--- src/rtl/seq_div.sv ---
// seq_div: sequential restoring divider, one quotient bit per clock; define SEQ_DIV_SIGNED_EN for two's-complement operands
module seq_div #(
  parameter int N = 4
) (
  input  logic         clk,
  input  logic         rst_n,
  input  logic         start,
  input  logic [N-1:0] dividend,
  input  logic [N-1:0] divisor,
  output logic         busy,
  output logic         done,
  output logic [N-1:0] quotient,
  output logic [N-1:0] remainder,
  output logic         div_by_zero
);
  localparam int CW = $clog2(N + 1);
  localparam logic [1:0] IDLE = 2'd0;
  localparam logic [1:0] RUN  = 2'd1;
  localparam logic [1:0] DONE = 2'd2;
  logic [1:0]    state;
  logic [CW-1:0] cnt;
  logic [N:0]    prem;
  logic [N-1:0]  qreg, dvs;
  logic [N:0]    shifted, diff, new_prem;
  logic [N-1:0]  new_q, a_mag, b_mag, q_out, r_out;
  logic          ge;
  assign busy = state == RUN;
  assign done = state == DONE;
  // one restoring step: shift in the next dividend bit and keep the trial difference if it did not borrow
  always_comb begin
    shifted  = {prem[N-1:0], qreg[N-1]};
    diff     = shifted - {1'b0, dvs};
    ge       = ~diff[N];
    new_prem = ge ? diff : shifted;
    new_q    = {qreg[N-2:0], ge};
  end
`ifdef SEQ_DIV_SIGNED_EN
  logic sign_q, sign_r;
  // divide magnitudes, then restore signs: quotient truncates toward zero, remainder follows the dividend
  always_comb begin
    a_mag = dividend[N-1] ? -dividend : dividend;
    b_mag = divisor[N-1] ? -divisor : divisor;
    q_out = sign_q ? -new_q : new_q;
    r_out = sign_r ? -new_prem[N-1:0] : new_prem[N-1:0];
  end
  // result signs are fixed at capture since the operand inputs may change afterwards
  always_ff @(posedge clk or negedge rst_n)
    if (!rst_n) begin
      sign_q <= 1'b0;
      sign_r <= 1'b0;
    end else if (state == IDLE && start) begin
      sign_q <= dividend[N-1] ^ divisor[N-1];
      sign_r <= dividend[N-1];
    end
`else
  assign a_mag = dividend;
  assign b_mag = divisor;
  assign q_out = new_q;
  assign r_out = new_prem[N-1:0];
`endif
  // control FSM and datapath; results load only when entering DONE
  always_ff @(posedge clk or negedge rst_n)
    if (!rst_n) begin
      state       <= IDLE;
      cnt         <= '0;
      prem        <= '0;
      qreg        <= '0;
      dvs         <= '0;
      quotient    <= '0;
      remainder   <= '0;
      div_by_zero <= 1'b0;
    end else begin
      case (state)
        IDLE: if (start) begin
          qreg <= a_mag;
          dvs  <= b_mag;
          cnt  <= CW'(N);
          prem <= '0;
          if (divisor == '0) begin
            state       <= DONE;
            quotient    <= '1;
            remainder   <= dividend;
            div_by_zero <= 1'b1;
          end else state <= RUN;
        end
        RUN: begin
          prem <= new_prem;
          qreg <= new_q;
          cnt  <= cnt - CW'(1);
          if (cnt == CW'(1)) begin
            state       <= DONE;
            quotient    <= q_out;
            remainder   <= r_out;
            div_by_zero <= 1'b0;
          end
        end
        default: state <= IDLE;
      endcase
    end
endmodule

--- config.mk ---
export PLATFORM = sky130hd
export DESIGN_NAME = seq_div
export DESIGN_NICKNAME = d
export VERILOG_FILES = /design/src/rtl/seq_div.sv
export SDC_FILE = /design/constraint.sdc
export NUM_CORES = 1
export LEC_CHECK = 0
export CAP_MARGIN = 20
export CORE_ASPECT_RATIO = 0.5
export CORE_UTILIZATION = 30
export CTS_CLUSTER_SIZE = 20
export DETAILED_ROUTE_END_ITERATION = 10
export DONT_BUFFER_PORTS = 1
export GPL_TIMING_DRIVEN = 1
export HOLD_SLACK_MARGIN = 0.02
export PLACE_DENSITY = 0.53
export SLEW_MARGIN = 10
export SYNTH_ARGS = -nofsm -noshare
export SYNTH_HDL_FRONTEND = slang
export SYNTH_SLANG_ARGS = --single-unit
--- constraint.sdc ---
create_clock -name clk -period 4.5 [get_ports clk]
set_input_delay 0.675 -clock clk [delete_from_list [all_inputs] [get_ports clk]]
set_output_delay 0.675 -clock clk [all_outputs]
set_load 0.01 [all_outputs]
==> flow_metrics.tcl <==
set metrics [dict create \
    cts_setup_buffers 0 \
    syn_nets 167 \
    area_growth_pct 7.85 \
    slowest_stage "inv_1" \
    dp_cells 200 \
    layout_commonest_cell "dfrtp_1" \
    place_congestion 0.781 \
    synth.mux.area_fraction_pct 0 \
    port-buffer-count 0 \
    fill_cells 479 \
    synthFlopType "dfrtp_1" \
    cp.buffers_inverters 1 \
    final_cell_area_mm2 0.00150 \
    grt_pass1_wl_um 5020 \
    cts_hold_buf 0 \
    period_minus_slack_ns 2.29 \
    synth_top_family_by_area "simple AND/OR/NAND/NOR gates" \
    synth_xor_area_share_pct 1.89 \
    p_leak_nw 0.643 \
    synthCells 149 \
    grt_pass1_vias 952 \
    hp-class "in -> async" \
    grt_max_degree 27 \
    clk_latency_ns 0.27 \
    setup_ws_ns 2.21 \
    synth_cell_types 32 \
    wire_per_inst_um 14.7 \
    max_stage_delay_ns 0.50 \
    path_cells "nand2b_1, inv_1" \
    startpoint_type "flop" \
    nets 166 \
    period_share_pct 50.9 \
    powerDensity_mw_per_mm2 874 \
    diodes 0 \
    layout-drive-gt1-share_pct 6.80 \
    cts-htree-levels 1 \
    drt-pass1-iter-count 7 \
    ant_nets 0 \
    synthSimpleGateAreaFrac_pct 19.9 \
    io_pins 22 \
    violations "design-rule violations" \
    final_hold_viol_count 0 \
    fin_skew_ns 0.00997 \
    arrival_ns 1.62 \
    synth_edf_count 0 \
    route.detailed.drc 2 \
    routed_wl_um 3000 \
    slew_viol_final 0 \
    ys_warn_count 0 \
    cpLargestDelayFamily "buffers and inverters" \
    critPathCaptureType "output port" \
    core_mm2 0.00442 \
    clock-sinks 26 \
    synth_compound_area_share_pct 19.0 \
    cts-buffers-inserted 3 \
    critPathKind "reg -> out" \
    ys_async_sr_fraction_pct 100 \
    dp_slack_ns 2.25 \
    post_drt_via_cell_ratio 5.00 \
    yosysSeqAreaShare_pct 46.9 \
    setup_viol_count_final 0 \
    syn_area_per_cell_um2 9.31 \
    grt_usage_pct 13.4 \
    antenna_found_initial 0 \
    ir_worst_vdd_mv 0.223 \
    overflow 0 \
    via_count 1020 \
    dieArea_mm2 0.00492 \
    fin_cells 204 \
    fmax_mhz 437 \
    fp-row-count 17 \
    cts_root_buf "clkbuf_8" \
    path_max_fanout 20 \
    die_y_um 50.1 \
    dpl_cell_area_mm2 0.00143 \
    detailedRoute.firstIterationViolations 60 \
    syn_area_mm2 0.00139 \
    final.setup.tns_ns 0 \
    ys_ff_latch 26 \
    tightest_slew_ns 0.706 \
    dp_hpwl_um 2290 \
    maxCapViolCount 0 \
    synthAdderAreaFrac_pct 6.85 \
    start_util_pct 31.4 \
    relSlewSlack_pct 52.3 \
    cts_tree "done" \
    mostFrequentLayoutCells "26 x dfrtp_1, 19 x nand2_1, 15 x nor2_1" \
    clkTransAtPathRegs_ns 0.10 \
    status "finished, violations left" \
    rsz0062_at_grt "false" \
    cts_resized 0 \
    postLayoutCoreUtil_pct 33.8 \
    cp.required_ns 3.83 \
    die-width_um 98.2 \
    clk_path_buf_depth 2 \
]
layer usage:
| metal | share of wire, % | global-route usage, % | routed length, um |
|---|---|---|---|
| met2 | 41 | 18.4 | 1240 |
| met1 | 52 | 19.6 | 1550 |
| met5 | 0 | 0 | 0 |
| met3 | 6.6 | 4.82 | 197 |
| met4 | 0.50 | 2.99 | 15 |
worst paths after layout:
kind,from,endpoint,slack [ns],cells after the start
setup / recovery,state[1],busy,2.21,2
hold / removal,rst_n,quotient[2],0.08,0
setup reg to reg,qreg[3],remainder[3],2.22,8
hold reg to reg,dvs[0],dvs[0],0.50,2
max in group asynchronous,rst_n,prem[2],4.33,0
min in group clk,dvs[0],dvs[0],0.50,2
area by class of cell:
type | count | area (um2) | area share (%)
Clock buffer | 3 | 41.3 | 2.76
Clock inverter | 1 | 30.0 | 2.01
Inverter | 9 | 33.8 | 2.26
Multi-Input combinational cell | 107 | 662 | 44.2
Sequential cell | 26 | 651 | 43.5
Tap cell | 57 | 71.3 | 4.77
Timing Repair Buffer | 1 | 7.51 | 0.502
per-stage QoR:
stage | hold WS, ns | total power [mW]
6_report | 0.0817 | 1.31
5_1_grt | 0.0559 | 1.44
4_1_cts | 0.0750 | 1.32
3_5_place_dp | 0.380 | 1.12
3_3_place_gp | 0.380 | 1.12
2_1_floorplan | 0.379 | 0.987
logic make-up after synthesis:
group	Yosys count
buffers and inverters	16
xor gates and xnor gates	3
and+or+nand+nor	56
DFF	26
adders and majority gates	7
AOI/OAI and AO/OA	41
synthesized netlist by cell type, types with 4 or more instances:
| cell | count | share of area [%] |
|---|---|---|
| a21oi_1 | 13 | 4.7 |
| a31oi_1 | 5 | 2.3 |
| dfrtp_1 | 26 | 47 |
| ha_1 | 6 | 5.4 |
| inv_1 | 9 | 2.4 |
| nand2_1 | 19 | 5.1 |
| nand3_1 | 5 | 1.8 |
| nand3b_1 | 4 | 2.2 |
| nor2_1 | 15 | 4.1 |
| o21ai_0 | 9 | 3.2 |
| or3_1 | 4 | 1.8 |
report_power, final:
part	leakage (nW)	switching, mW	internal [mW]
clock network	0.0357	0.0740	0.119
registers	0.306	0.116	0.350
logic	0.301	0.384	0.265
worst reg2reg max path: cells and delay by family (launching register included):
family,cells,cell delay [ns]
AOI/OAI and AO/OA,2,0.41
buffers and inverters,1,0.08
xor gates and xnor gates,1,0.25
DFF,1,0.40
adders and majority gates,2,0.62
and+or+nand+nor,2,0.36
flip-flops by register name, indices dropped and copies added, names as in the netlist:
| name | cells |
|---|---|
| div_by_zero | 1 |
| quotient | 4 |
| prem | 4 |
| cnt | 3 |
| qreg | 4 |
| dvs | 4 |
| remainder | 4 |
| state | 2 |
Note: power is estimated with default switching activity, not from simulation.
